<file path="src/rtl/pattern_detect_param.sv">
// ---------------------------------------------------------------------------
// pattern_detect_param
//
// Serial pattern detector. It watches an MSB-first bit stream, qualified by
// data_valid, for a programmable and maskable W-bit pattern (W = 8*PAT_BYTES).
// The pattern must occur n times back-to-back. Each completed run produces a
// one-cycle data_flag pulse and bumps a saturating detection counter.
//
// Ports
//   clk          system clock, rising edge
//   rst          asynchronous active-low reset
//   en           detector enable; low returns the FSM to IDLE and flushes the
//                shift register
//   cont         1 = re-arm after a detection, 0 = hold DONE until en drops
//   n            required back-to-back repetitions (0 behaves as 1)
//   pattern      target pattern; bit W-1 is the first bit received
//   mask         1 = compare this bit, 0 = don't care
//   data         serial data bit
//   data_valid   data is sampled only while this is high
//   data_flag    registered one-cycle detection pulse
//   locked       high while part of a multi-copy run has been matched
//   rep_cnt      copies matched in the current run
//   match_count  total detections, saturating at all-ones
//
// pattern, mask, n and cont are expected to stay stable while en is high.
// ---------------------------------------------------------------------------
module pattern_detect_param #(
  parameter int PAT_BYTES = 4,
  parameter int CNT_W     = 3,
  parameter int MCNT_W    = 16
) (
  input  logic                   clk,
  input  logic                   rst,
  input  logic                   en,
  input  logic                   cont,
  input  logic [CNT_W-1:0]       n,
  input  logic [8*PAT_BYTES-1:0] pattern,
  input  logic [8*PAT_BYTES-1:0] mask,
  input  logic                   data,
  input  logic                   data_valid,
  output logic                   data_flag,
  output logic                   locked,
  output logic [CNT_W-1:0]       rep_cnt,
  output logic [MCNT_W-1:0]      match_count
);

  localparam int W      = 8 * PAT_BYTES;
  localparam int FILL_W = $clog2(W + 1);
  localparam int GAP_W  = $clog2(W);

  localparam logic [FILL_W-1:0] FILL_FULL = FILL_W'(W);
  localparam logic [FILL_W-1:0] FILL_ARM  = FILL_W'(W - 1);
  localparam logic [GAP_W-1:0]  GAP_LAST  = GAP_W'(W - 1);
  localparam logic [CNT_W-1:0]  CNT_ONE   = CNT_W'(1);

  typedef enum logic [1:0] {
    ST_IDLE = 2'd0,
    ST_HUNT = 2'd1,
    ST_LOCK = 2'd2,
    ST_DONE = 2'd3
  } state_t;

  // Registered state
  state_t              r_state;
  logic [W-1:0]        r_sr;
  logic [FILL_W-1:0]   r_fill;
  logic [GAP_W-1:0]    r_gap;
  logic [CNT_W-1:0]    r_rep_cnt;
  logic [MCNT_W-1:0]   r_match_count;
  logic                r_data_flag;
  logic                r_locked;

  // Combinational next-state values
  state_t              w_state_next;
  logic [W-1:0]        w_sr_next;
  logic [FILL_W-1:0]   w_fill_next;
  logic [GAP_W-1:0]    w_gap_next;
  logic [CNT_W-1:0]    w_rep_next;
  logic [MCNT_W-1:0]   w_mcnt_next;
  logic                w_flag_next;
  logic                w_detect;

  logic [W-1:0]        w_shifted;
  logic                w_hit;
  logic [CNT_W-1:0]    w_n_eff;
  logic [CNT_W-1:0]    w_rep_inc;
  logic                w_eval_hunt;

  // The comparison is made on the window as it will look after this bit is
  // shifted in, so a hit is recognised on the very edge that samples the
  // final bit of the pattern.
  assign w_shifted = {r_sr[W-2:0], data};
  assign w_hit     = data_valid && (r_fill >= FILL_ARM) &&
                     (((w_shifted ^ pattern) & mask) == '0);
  assign w_n_eff   = (n == '0) ? CNT_ONE : n;
  assign w_rep_inc = r_rep_cnt + CNT_ONE;

  // DONE with cont=1 behaves like HUNT for the bit sampled in that cycle, so a
  // new run (possibly overlapping the previous copy's tail) can start at once.
  assign w_eval_hunt = (r_state == ST_HUNT) || ((r_state == ST_DONE) && cont);

  always_comb begin
    w_state_next = r_state;
    w_sr_next    = r_sr;
    w_fill_next  = r_fill;
    w_gap_next   = r_gap;
    w_rep_next   = r_rep_cnt;
    w_mcnt_next  = r_match_count;
    w_flag_next  = 1'b0;
    w_detect     = 1'b0;

    if (!en) begin
      w_state_next = ST_IDLE;
      w_sr_next    = '0;
      w_fill_next  = '0;
      w_gap_next   = '0;
      w_rep_next   = '0;
    end else begin
      if (data_valid) begin
        w_sr_next = w_shifted;
        if (r_fill != FILL_FULL) begin
          w_fill_next = r_fill + 1'b1;
        end
      end

      case (r_state)
        ST_IDLE: begin
          w_state_next = ST_HUNT;
        end
        ST_HUNT: begin
          // Run start is handled below together with the DONE re-arm case.
        end
        ST_LOCK: begin
          // Only the bit that completes an exactly adjacent copy is judged;
          // hits inside the current copy are ignored.
          if (data_valid) begin
            if (r_gap == GAP_LAST) begin
              if (w_hit) begin
                w_rep_next = w_rep_inc;
                if (w_rep_inc == w_n_eff) begin
                  w_detect = 1'b1;
                end else begin
                  w_gap_next = '0;
                end
              end else begin
                // Run broken: back to hunting without re-evaluating this bit.
                w_rep_next   = '0;
                w_state_next = ST_HUNT;
              end
            end else begin
              w_gap_next = r_gap + 1'b1;
            end
          end
        end
        ST_DONE: begin
          // cont=0 parks here until en drops; DONE with cont=1 always leaves
          // after one cycle, even if no valid bit arrives in it.
          if (cont) begin
            w_state_next = ST_HUNT;
            w_rep_next   = '0;
          end
        end
        default: begin
          w_state_next = ST_IDLE;
        end
      endcase

      if (w_eval_hunt && w_hit) begin
        w_rep_next = CNT_ONE;
        if (w_n_eff == CNT_ONE) begin
          w_detect = 1'b1;
        end else begin
          w_state_next = ST_LOCK;
          w_gap_next   = '0;
        end
      end

      if (w_detect) begin
        w_state_next = ST_DONE;
        w_flag_next  = 1'b1;
        if (r_match_count != '1) begin
          w_mcnt_next = r_match_count + 1'b1;
        end
      end
    end
  end

  always_ff @(posedge clk or negedge rst) begin
    if (!rst) begin
      r_state       <= ST_IDLE;
      r_sr          <= '0;
      r_fill        <= '0;
      r_gap         <= '0;
      r_rep_cnt     <= '0;
      r_match_count <= '0;
      r_data_flag   <= 1'b0;
      r_locked      <= 1'b0;
    end else begin
      r_state       <= w_state_next;
      r_sr          <= w_sr_next;
      r_fill        <= w_fill_next;
      r_gap         <= w_gap_next;
      r_rep_cnt     <= w_rep_next;
      r_match_count <= w_mcnt_next;
      r_data_flag   <= w_flag_next;
      r_locked      <= (w_state_next == ST_LOCK);
    end
  end

  assign data_flag   = r_data_flag;
  assign locked      = r_locked;
  assign rep_cnt     = r_rep_cnt;
  assign match_count = r_match_count;

endmodule

</file>
<file path="config.mk">
export PLATFORM = sky130hd
export DESIGN_NAME = pattern_detect_param
export DESIGN_NICKNAME = d
export VERILOG_FILES = /design/src/rtl/pattern_detect_param.sv
export SDC_FILE = /design/constraint.sdc
export NUM_CORES = 1
export LEC_CHECK = 0
export ABC_AREA = 1
export CORE_UTILIZATION = 50
export DETAILED_ROUTE_END_ITERATION = 8
export PLACE_DENSITY = 0.79
export SLEW_MARGIN = 20
export SYNTH_ARGS = -nofsm -noshare
export SYNTH_HDL_FRONTEND = slang
export SYNTH_SLANG_ARGS = --single-unit
</file>
<file path="constraint.sdc">
create_clock -name clk -period 3.5 [get_ports clk]
set_input_delay 0.7 -clock clk [delete_from_list [all_inputs] [get_ports clk]]
set_output_delay 0.7 -clock clk [all_outputs]
set_load 0.02 [all_outputs]
</file>
# Word-level counts from Yosys, hierarchy flattened

Cells that the tools add are included.

Bits in registers: 65
Output and inout port bits: 21

$add $sub $neg: 4
$lt $le $gt $ge: 1
Equal/unequal tests: 15
Muxes and demuxes: 40
Bitwise gates (word level): 2
Reductions and logical operators: 11

Operator list:

| kind                  | number |
|---|---|
| $mux 31               | 2 |
| $mux 5                | 8 |
| $and 32x32->32        | 1 |
| $logic_not 32->1      | 1 |
| $xor 32x32->32        | 1 |
| $mux 3                | 7 |
| $mux 6                | 3 |
| $add 16x1->16 const B | 1 |
| $mux 2                | 8 |
| $ne 16x16->1 const B  | 1 |
| $mux 1                | 10 |
| $ne 4x4->1 const B    | 2 |
| $add 6x1->6 const B   | 1 |
| $eq 2x2->1 const B    | 3 |
| $ge 6x5->1 const B    | 1 |
| $ne 6x6->1 const B    | 1 |
| $pmux 2 s3            | 1 |
| $pmux 3 s2            | 1 |
| $add 5x1->5 const B   | 1 |
| $eq 5x5->1 const B    | 1 |
| $logic_and 1x1->1     | 4 |
| $ne 2x1->1 const B    | 2 |
| $ne 4x1->1 const B    | 1 |
| $ne 4x3->1 const B    | 1 |
| other kinds (10)      | 10 |

# Longest topological paths before layout

Gate-level depths: netlist of run 1.

Word-level depth: 14
Gate-level depth with buffers: 15

# Worst setup path after synthesis of run 1

OpenSTA, ideal clock, no wires.

Path kind: register -> register
Start: reg r_rep_cnt[0] (netlist: rep_cnt[0])
End: reg r_match_count[2] (netlist: match_count[2])
Library setup time: 0.123 ns
Arrival: 1.925 ns
Data required time: 3.377 ns
Setup slack: 1.452 ns
Cell stages (with the launch flop): 12
Path buffers: 0
Cell sequence: dfrtp_1 > ha_1 > or2_1 > nand2_1 > nand2_1 > nand2_1 > nand3_2 > nor2_2 > nor2_2 > nor3_4 > nand2_2 > xor2_1

Longest elaborated chain between the ends: 11

Ends and longest elaborated chain:

| item                                | RTL line | RTL |
|---|---|---|
| start, declared                     | 68       | `logic [CNT_W-1:0] r_rep_cnt;` |
| start signal, assigned              | 203      | `r_rep_cnt <= w_rep_next;` |
| $add 3x1->3 *                       | 96       | `assign w_rep_inc = r_rep_cnt + CNT_ONE;` |
| $eq 3x3->1 *                        | 140      | `if (w_rep_inc == w_n_eff) begin` |
| $mux 1 *                            | 140      |  |
| $mux 1 *                            | 138      | `if (w_hit) begin` |
| $mux 1 *                            | 137      | `if (r_gap == GAP_LAST) begin` |
| $mux 1 *                            | 136      | `if (data_valid) begin` |
| $mux 1 *                            | 126      | `case (r_state)` |
| $mux 1                              | 170      | `if (w_n_eff == CNT_ONE) begin` |
| $mux 1 *                            | 168      | `if (w_eval_hunt && w_hit) begin` |
| $mux 1 *                            | 112      | `if (!en) begin` |
| $reduce_and 3->1 (no source line) * | --       |  |
| end signal, assigned                | 204      | `r_match_count <= w_mcnt_next;` |
| end, declared                       | 69       | `logic [MCNT_W-1:0] r_match_count;` |

Mark *: on every way between the ends. The rest lies on a longest branch, timed or not. The select of a mux whose other input is x is not followed.
A chain may end at the register's enable or synchronous reset.

# Final worst setup path of run 1

Start: in n[1]
End: reg r_match_count[10] (netlist: match_count[10])

Longest elaborated chain between the ends: 12

Ends and longest elaborated chain:

| item                                | RTL line | RTL |
|---|---|---|
| start, declared                     | 36       | `input logic [CNT_W-1:0] n,` |
| $logic_not 3->1                     | 95       | `assign w_n_eff = (n == '0) ? CNT_ONE : n;` |
| $mux 3 *                            | 95       |  |
| $eq 3x3->1                          | 140      |  |
| $mux 1                              | 140      |  |
| $mux 1                              | 138      |  |
| $mux 1                              | 137      |  |
| $mux 1                              | 136      |  |
| $mux 1                              | 126      |  |
| $mux 1                              | 170      |  |
| $mux 1 *                            | 168      |  |
| $mux 1 *                            | 112      |  |
| $reduce_and 3->1 (no source line) * | --       |  |

Marked as above.

==> results of run 1 <==
## worst max path at each step
stage,end,slack (ns),cells past startpoint
2_1_floorplan,match_count[2],1.45,11
3_3_place_gp,match_count[3],0.76,9
3_5_place_dp,match_count[10],0.71,14
4_1_cts,match_count[10],1.06,14
5_1_grt,r_gap[3],0.86,15
6_report,match_count[10],1.04,14
## sequential cells by signal (all words and copies together) (netlist names)
signal and count:
r_sr 31, match_count 16, rep_cnt 3, r_fill 6
data_flag 1, r_gap 5, r_state 2, locked 1
## cells in the final DEF, fill, tap and decap left out, drive strengths merged, types with 2 or more instances in the layout
cell / count
a21oi: 10
nor3: 8
xnor2: 3
nor2: 66
clkbuf: 13
nand3: 84
nand4: 18
o21ai: 43
nand2: 177
xor2: 9
bufinv: 2
a211oi: 3
dfrtp: 65
nor4: 4
buf: 7
ha: 6
inv: 112
clkdlybuf4s50: 92
## power groups by stage
stage,Clock (W),Sequential [W],Combinational [W]
6_report,0.000691,0.000768,0.000267
5_1_grt,0.000729,0.000769,0.000296
4_1_cts,0.000695,0.000768,0.000266
3_5_place_dp,0,0.000782,0.000265
3_3_place_gp,0,0.000782,0.000258
2_1_floorplan,0,0.000784,0.000115
## metal layers
layer	up-vias	GRT usage (%)	wire length, µm
met3	22	3.88	788
met5	-	0	0
met4	0	9.23	193
li1	2192	-	-
met2	173	47.0	5500
met1	2078	36.9	4970
## area by class of cell
cell class / instances / area share, %
Multi-Input combinational cell: 439 / 38.7
Sequential cell: 65 / 29.8
Timing Repair Buffer: 99 / 17.8
Inverter: 112 / 7.69
Clock buffer: 13 / 2.54
Tap cell: 105 / 2.40
Clock inverter: 3 / 1.19
## critical path: cells and delay by family
kind	cells	cell delay, ns
XOR/XNOR	1	0.17
buffers and inverters	2	0.55
AND/OR/NAND/NOR	11	1.28
## cells by family after synthesis
logic type / Yosys count / share of synthesized area, %
and+or+nand+nor: 359 / 38.0
buffers and inverters: 123 / 11.0
xor gates and xnor gates: 12 / 2.50
AOI/OAI and AO/OA: 62 / 8.04
adders and majority gates: 6 / 1.79
DFF: 65 / 38.7
## through the flow
stage	hold slack, ns	power [W]	cell area, µm²
finish	0.323	0.00173	5470
CTS	0.331	0.00173	5470
detailed placement	0.522	0.00105	5260
global route	0.355	0.00179	5470
global placement	0.519	0.00104	5260
floorplan	0.404	0.000899	4200
==> impl_metrics.py, run 1 <==
metrics = {
    "status": {
        "status": "completed",
    },
    "power": {
        "power.density_mw_per_mm2": 316,
        "pwr-share-clk_pct": 40.0,
        "comb_power_share_pct": 15.5,
        "leakagePower_nw": 2.69,
        "switching_share_pct": 25.6,
        "pwr-share-seq_pct": 44.5,
        "peakVddDrop_uv": 175,
        "p_switching_w": 0.000441,
        "internal_power_w": 0.00129,
    },
    "clock_tree": {
        "cts_htree_levels": 3,
        "post_cts_resized": 0,
        "cts_buffers": 9,
        "postCtsSetupRepairBufs": 0,
        "tritoncts": "yes",
        "clk_latency_ns": 0.35,
        "ctsHoldBuffers": 0,
        "cts_root_buffer": "clkbuf_8",
        "clockBufferDepth": 2,
        "clock_sinks": 65,
        "cts.reportedPaths.clkPinSlew_ns": 0.07,
    },
    "finish": {
        "nets": 805,
        "area_growth_pct": 30.1,
        "fillers": 687,
        "drive_gt1_share_pct": 4.79,
        "multiInputGateArea_mm2": 0.00211,
        "instances_no_fill": 836,
        "n_antenna_cell": 0,
        "final_util_pct": 66.9,
        "seq_area_mm2": 0.00163,
    },
    "critical_path": {
        "crit_path_cell_trace": "clkdlybuf4s50_1 -> inv_1 -> nand2_1 -> nand2_1 -> xor2_1 -> nand3_2 -> nor2_2 -> nor2_2 -> nor2_4 -> nand3_4 -> nor2_4 -> nand2_1 -> nand2_1 -> nand2_1",
        "crit_start": "n[1]",
        "worstPathMaxFanout": 6,
        "crit_top_cell": "nand2_1",
        "path_class": "input port to flip-flop",
        "r2r_cells": 15,
        "regToRegEndpoint": "match_count[10]",
        "slowest_stage": "clkdlybuf4s50_1",
        "cp-end-kind": "flip-flop",
        "rr_startpoint": "r_gap[0]",
        "cp-start-kind": "input port",
        "r2r_slack_ns": 1.17,
        "cp_data_arrival_time_ns": 2.70,
        "cp_slowest_stage_delay_ns": 0.50,
        "cp.required_ns": 3.74,
    },
    "timing": {
        "maxClockFrequency_mhz": 407,
        "finClkSkew_ns": 0.00761,
        "rsz0062_at_grt": "false",
        "finalMaxSlewViolations": 0,
        "tightest_slew_ns": 0.590,
        "period_needed_ns": 2.46,
        "max-slew-margin-rel_pct": 60.7,
        "setup_viol": 0,
        "setup_tns_ns": 0,
        "finalHoldViolCount": 0,
        "fin_ws_ns": 1.04,
        "min_period_over_period_pct": 70.3,
    },
    "worst_hold_path": {
        "hold_class": "input port to async pin",
    },
    "drt": {
        "first_pass_iters": 5,
        "ant_nets": 0,
        "wl_per_cell_um": 13.7,
        "viasPerCell": 5.34,
        "drt_wl_total_mm": 11.4,
        "drt-initial-drc-count": 260,
        "via_count": 4465,
        "drc": 0,
    },
    "yosys": {
        "yosysTopAreaCell": "dfrtp_1",
        "syn_area_mm2": 0.00420,
        "avgSynthCellArea_um2": 6.70,
        "synth-edff-count": 0,
        "synthTopCellsByArea": "dfrtp_1, nand2_1, inv_1, nand3_1, nor2_1",
        "synthArstFlopShare_pct": 100,
        "synth-seq-cells": 65,
        "synth_nets": 706,
        "synth_top_area_share_pct": 38.7,
        "synth.distinct_cells": 34,
        "post_synth_inst_count": 627,
        "synth_ff_type": "dfrtp_1",
        "synth_commonest_cells": "nand2_1, inv_1, nand3_1",
        "yosysMostFrequentCell": "nand2_1",
        "synth_seq_area_share_pct": 38.7,
        "yosysWarnings": 0,
    },
    "die": {
        "die_w_um": 93.7,
        "start_util_pct": 51.4,
        "dieArea_mm2": 0.00878,
        "ios": 94,
        "die_h_um": 93.7,
        "core-area_mm2": 0.00818,
        "fp-row-count": 33,
    },
    "placement": {
        "pre_cts_slack_ns": 0.708,
        "portBuffers": 93,
        "gp_congestion": 0.930,
        "dp.cells": 820,
        "dp_hpwl_mm": 8.67,
    },
    "run": {
        "drv_cap": 0,
    },
    "global_route": {
        "grt_max_degree": 46,
        "grt_pass1_wl_mm": 19.1,
        "overflow": 0,
        "grt_pass1_vias": 4152,
        "antenna_found_initial": 0,
        "track_usage_pct": 27.9,
    },
}
No activity file was read; power rests on OpenSTA's default activity.
==> run 2: changes to the inputs <==
CORE_UTILIZATION = 46   (was 50)
PLACE_DENSITY = 0.77   (was 0.79)
clock period = 2.2 ns   (was 3.5 ns; I/O delays follow)
==> run 2 against run 1 <==
  * Die area is 8.5% higher
  * First-iteration DRC count is 4.6% higher
  * Clock skew is 0.00051 ns higher
  * Design area is 4.3% higher
  * Sequential power is 59% higher
  * Critical path type unchanged
  * Critical endpoint is now match_count[2]
==> impl_metrics.py, run 2 (synthesis gave the netlist of run 1 again) <==
metrics = {
    "status": {
        "status": "completed",
    },
    "timing": {
        "finalMaxSlewViolations": 0,
        "min_period_over_period_pct": 94.9,
        "setup_viol": 0,
        "period_needed_ns": 2.09,
        "hold_ws_ns": 0.0976,
        "finClkSkew_ns": 0.00812,
        "tightest_slew_ns": 0.436,
        "finalHoldViolCount": 0,
        "maxClockFrequency_mhz": 479,
        "max-slew-margin-rel_pct": 70.7,
    },
    "critical_path": {
        "crit_path_cell_trace": "clkdlybuf4s50_1 -> nand2_1 -> nand3_1 -> nand2_1 -> nor2_1 -> nand2_1 -> nor2_1 -> nand4_1 -> nor3_4 -> buf_12 -> nand2_2 -> xor2_1",
        "cp-start-kind": "input port",
        "cp_data_arrival_time_ns": 2.31,
        "worstPathMaxFanout": 9,
        "cp-end-kind": "flip-flop",
        "crit_top_cell": "nand2_1",
        "cp.required_ns": 2.42,
        "r2r_slack_ns": 0.16,
        "slowest_stage": "clkdlybuf4s50_1",
        "path_class": "input port to flip-flop",
        "cp_slowest_stage_delay_ns": 0.50,
    },
    "finish": {
        "mostFrequentLayoutCells": "nand2_1, inv_1, clkdlybuf4s50_1",
        "fillers": 763,
        "stdcell_area_mm2": 0.00570,
        "largest_reg_flops": 31,
        "final_util_pct": 65.1,
        "nets": 830,
        "n_antenna_cell": 0,
        "drive_gt1_share_pct": 9.26,
        "area_growth_pct": 35.7,
        "mostFrequentLayoutCell": "nand2_1",
        "instances_no_fill": 864,
        "regMostFlops": "r_sr",
        "seq_area_mm2": 0.00163,
        "multiInputGateArea_mm2": 0.00215,
    },
    "clock_tree": {
        "ctsHoldBuffers": 0,
        "cts.reportedPaths.clkPinSlew_ns": 0.07,
        "cts_root_buffer": "clkbuf_8",
        "clockBufferDepth": 2,
        "tritoncts": "yes",
        "cts_htree_levels": 3,
        "cts_buffers": 9,
        "clock_sinks": 65,
        "clk_latency_ns": 0.34,
    },
    "drt": {
        "via_count": 4564,
        "wl_per_cell_um": 14.0,
        "drt_wl_total_mm": 12.1,
        "viasPerCell": 5.28,
        "drt-initial-drc-count": 272,
        "drc": 0,
        "ant_nets": 0,
        "first_pass_iters": 5,
    },
    "die": {
        "die_w_um": 97.6,
        "start_util_pct": 48.0,
        "core-area_mm2": 0.00876,
        "ios": 94,
        "dieArea_mm2": 0.00952,
        "die_h_um": 97.6,
        "fp-row-count": 34,
    },
    "global_route": {
        "track_usage_pct": 25.5,
        "grt_pass1_vias": 4483,
        "grt_max_degree": 66,
        "grt_pass1_wl_mm": 19.9,
        "antenna_found_initial": 0,
        "overflow": 0,
    },
    "worst_hold_path": {
        "hold_class": "input port to async pin",
    },
    "placement": {
        "gp_congestion": 0.917,
        "dp_hpwl_mm": 9.21,
        "portBuffers": 93,
        "place_area_mm2": 0.00546,
        "dp.cells": 845,
    },
    "run": {
        "drv_cap": 0,
    },
    "power": {
        "leakagePower_nw": 2.81,
        "peakVddDrop_uv": 318,
        "power.density_mw_per_mm2": 471,
    },
}
-- run 2: changes by cell type in the layout (fill, tap and decap cells not counted), sizes merged --
cell / before / now
buf: 7 / 32
bufinv: 2 / 1
clkinv: 1 / 2
-- run 2: routing by layer --
| metal | global-route usage (%) | routed length (µm) | part of all wire [%] |
|---|---|---|---|
| met5 | 0 | 0 | 0 |
| met4 | 9.73 | 283 | 2.3 |
| met3 | 3.67 | 745 | 6.2 |
| met2 | 43.1 | 5870 | 49 |
| met1 | 33.1 | 5160 | 43 |
-- run 2: path summary, 6_finish.rpt --
path                           startpoint               to  cells past startpoint
setup / recovery                     data   match_count[2]                     12
hold / removal                        rst          r_sr[8]                      2
setup reg to reg                 r_gap[1]  match_count[10]                     15
hold reg to reg            match_count[9]   match_count[9]                      1
max in group asynchronous             rst         r_gap[0]                      2
min in group clk           match_count[9]   match_count[9]                      1
-- run 2: final cells by class --
cell class,instances,share of cell area [%]
Multi-Input combinational cell,439,37.6
Sequential cell,65,28.5
Timing Repair Buffer,124,20.8
Inverter,112,7.37
Clock buffer,13,2.61
Tap cell,108,2.37
Clock inverter,3,0.702
-- run 2: stage by stage --
| stage | TNS [ns] | worst slack [ns] | power (W) |
|---|---|---|---|
| 3_5_place_dp | -4.98 | -0.233 | 0.00169 |
| 6_report | 0 | 0.112 | 0.00269 |
| 4_1_cts | 0 | 0.0902 | 0.00268 |
| 3_3_place_gp | -4.60 | -0.246 | 0.00168 |
| 5_1_grt | -0.0958 | -0.0311 | 0.00278 |
| 2_1_floorplan | 0 | 0.152 | 0.00143 |
-- run 2: timing repair --
| action | in CTS | in global routing |
|---|---|---|
| gates resized for setup | 0 | 11 |
| setup endpoints to repair | 0 | 24 |
| buffers inserted | 0 | 3 |
-- run 2: worst max-delay path: cells and delay by family --
kind	cells	cell delay, ns
simple gates	9	1.08
xor+xnor	1	0.14
buf+inv	2	0.65
-- run 2: power breakdown --
group	total (W)	switching (W)	leakage, nW	internal [W]
combinational	0.000454	0.000235	1.84	0.000219
clock	0.00101	0.000460	0.0974	0.000553
sequential	0.00122	0.0000105	0.870	0.00121
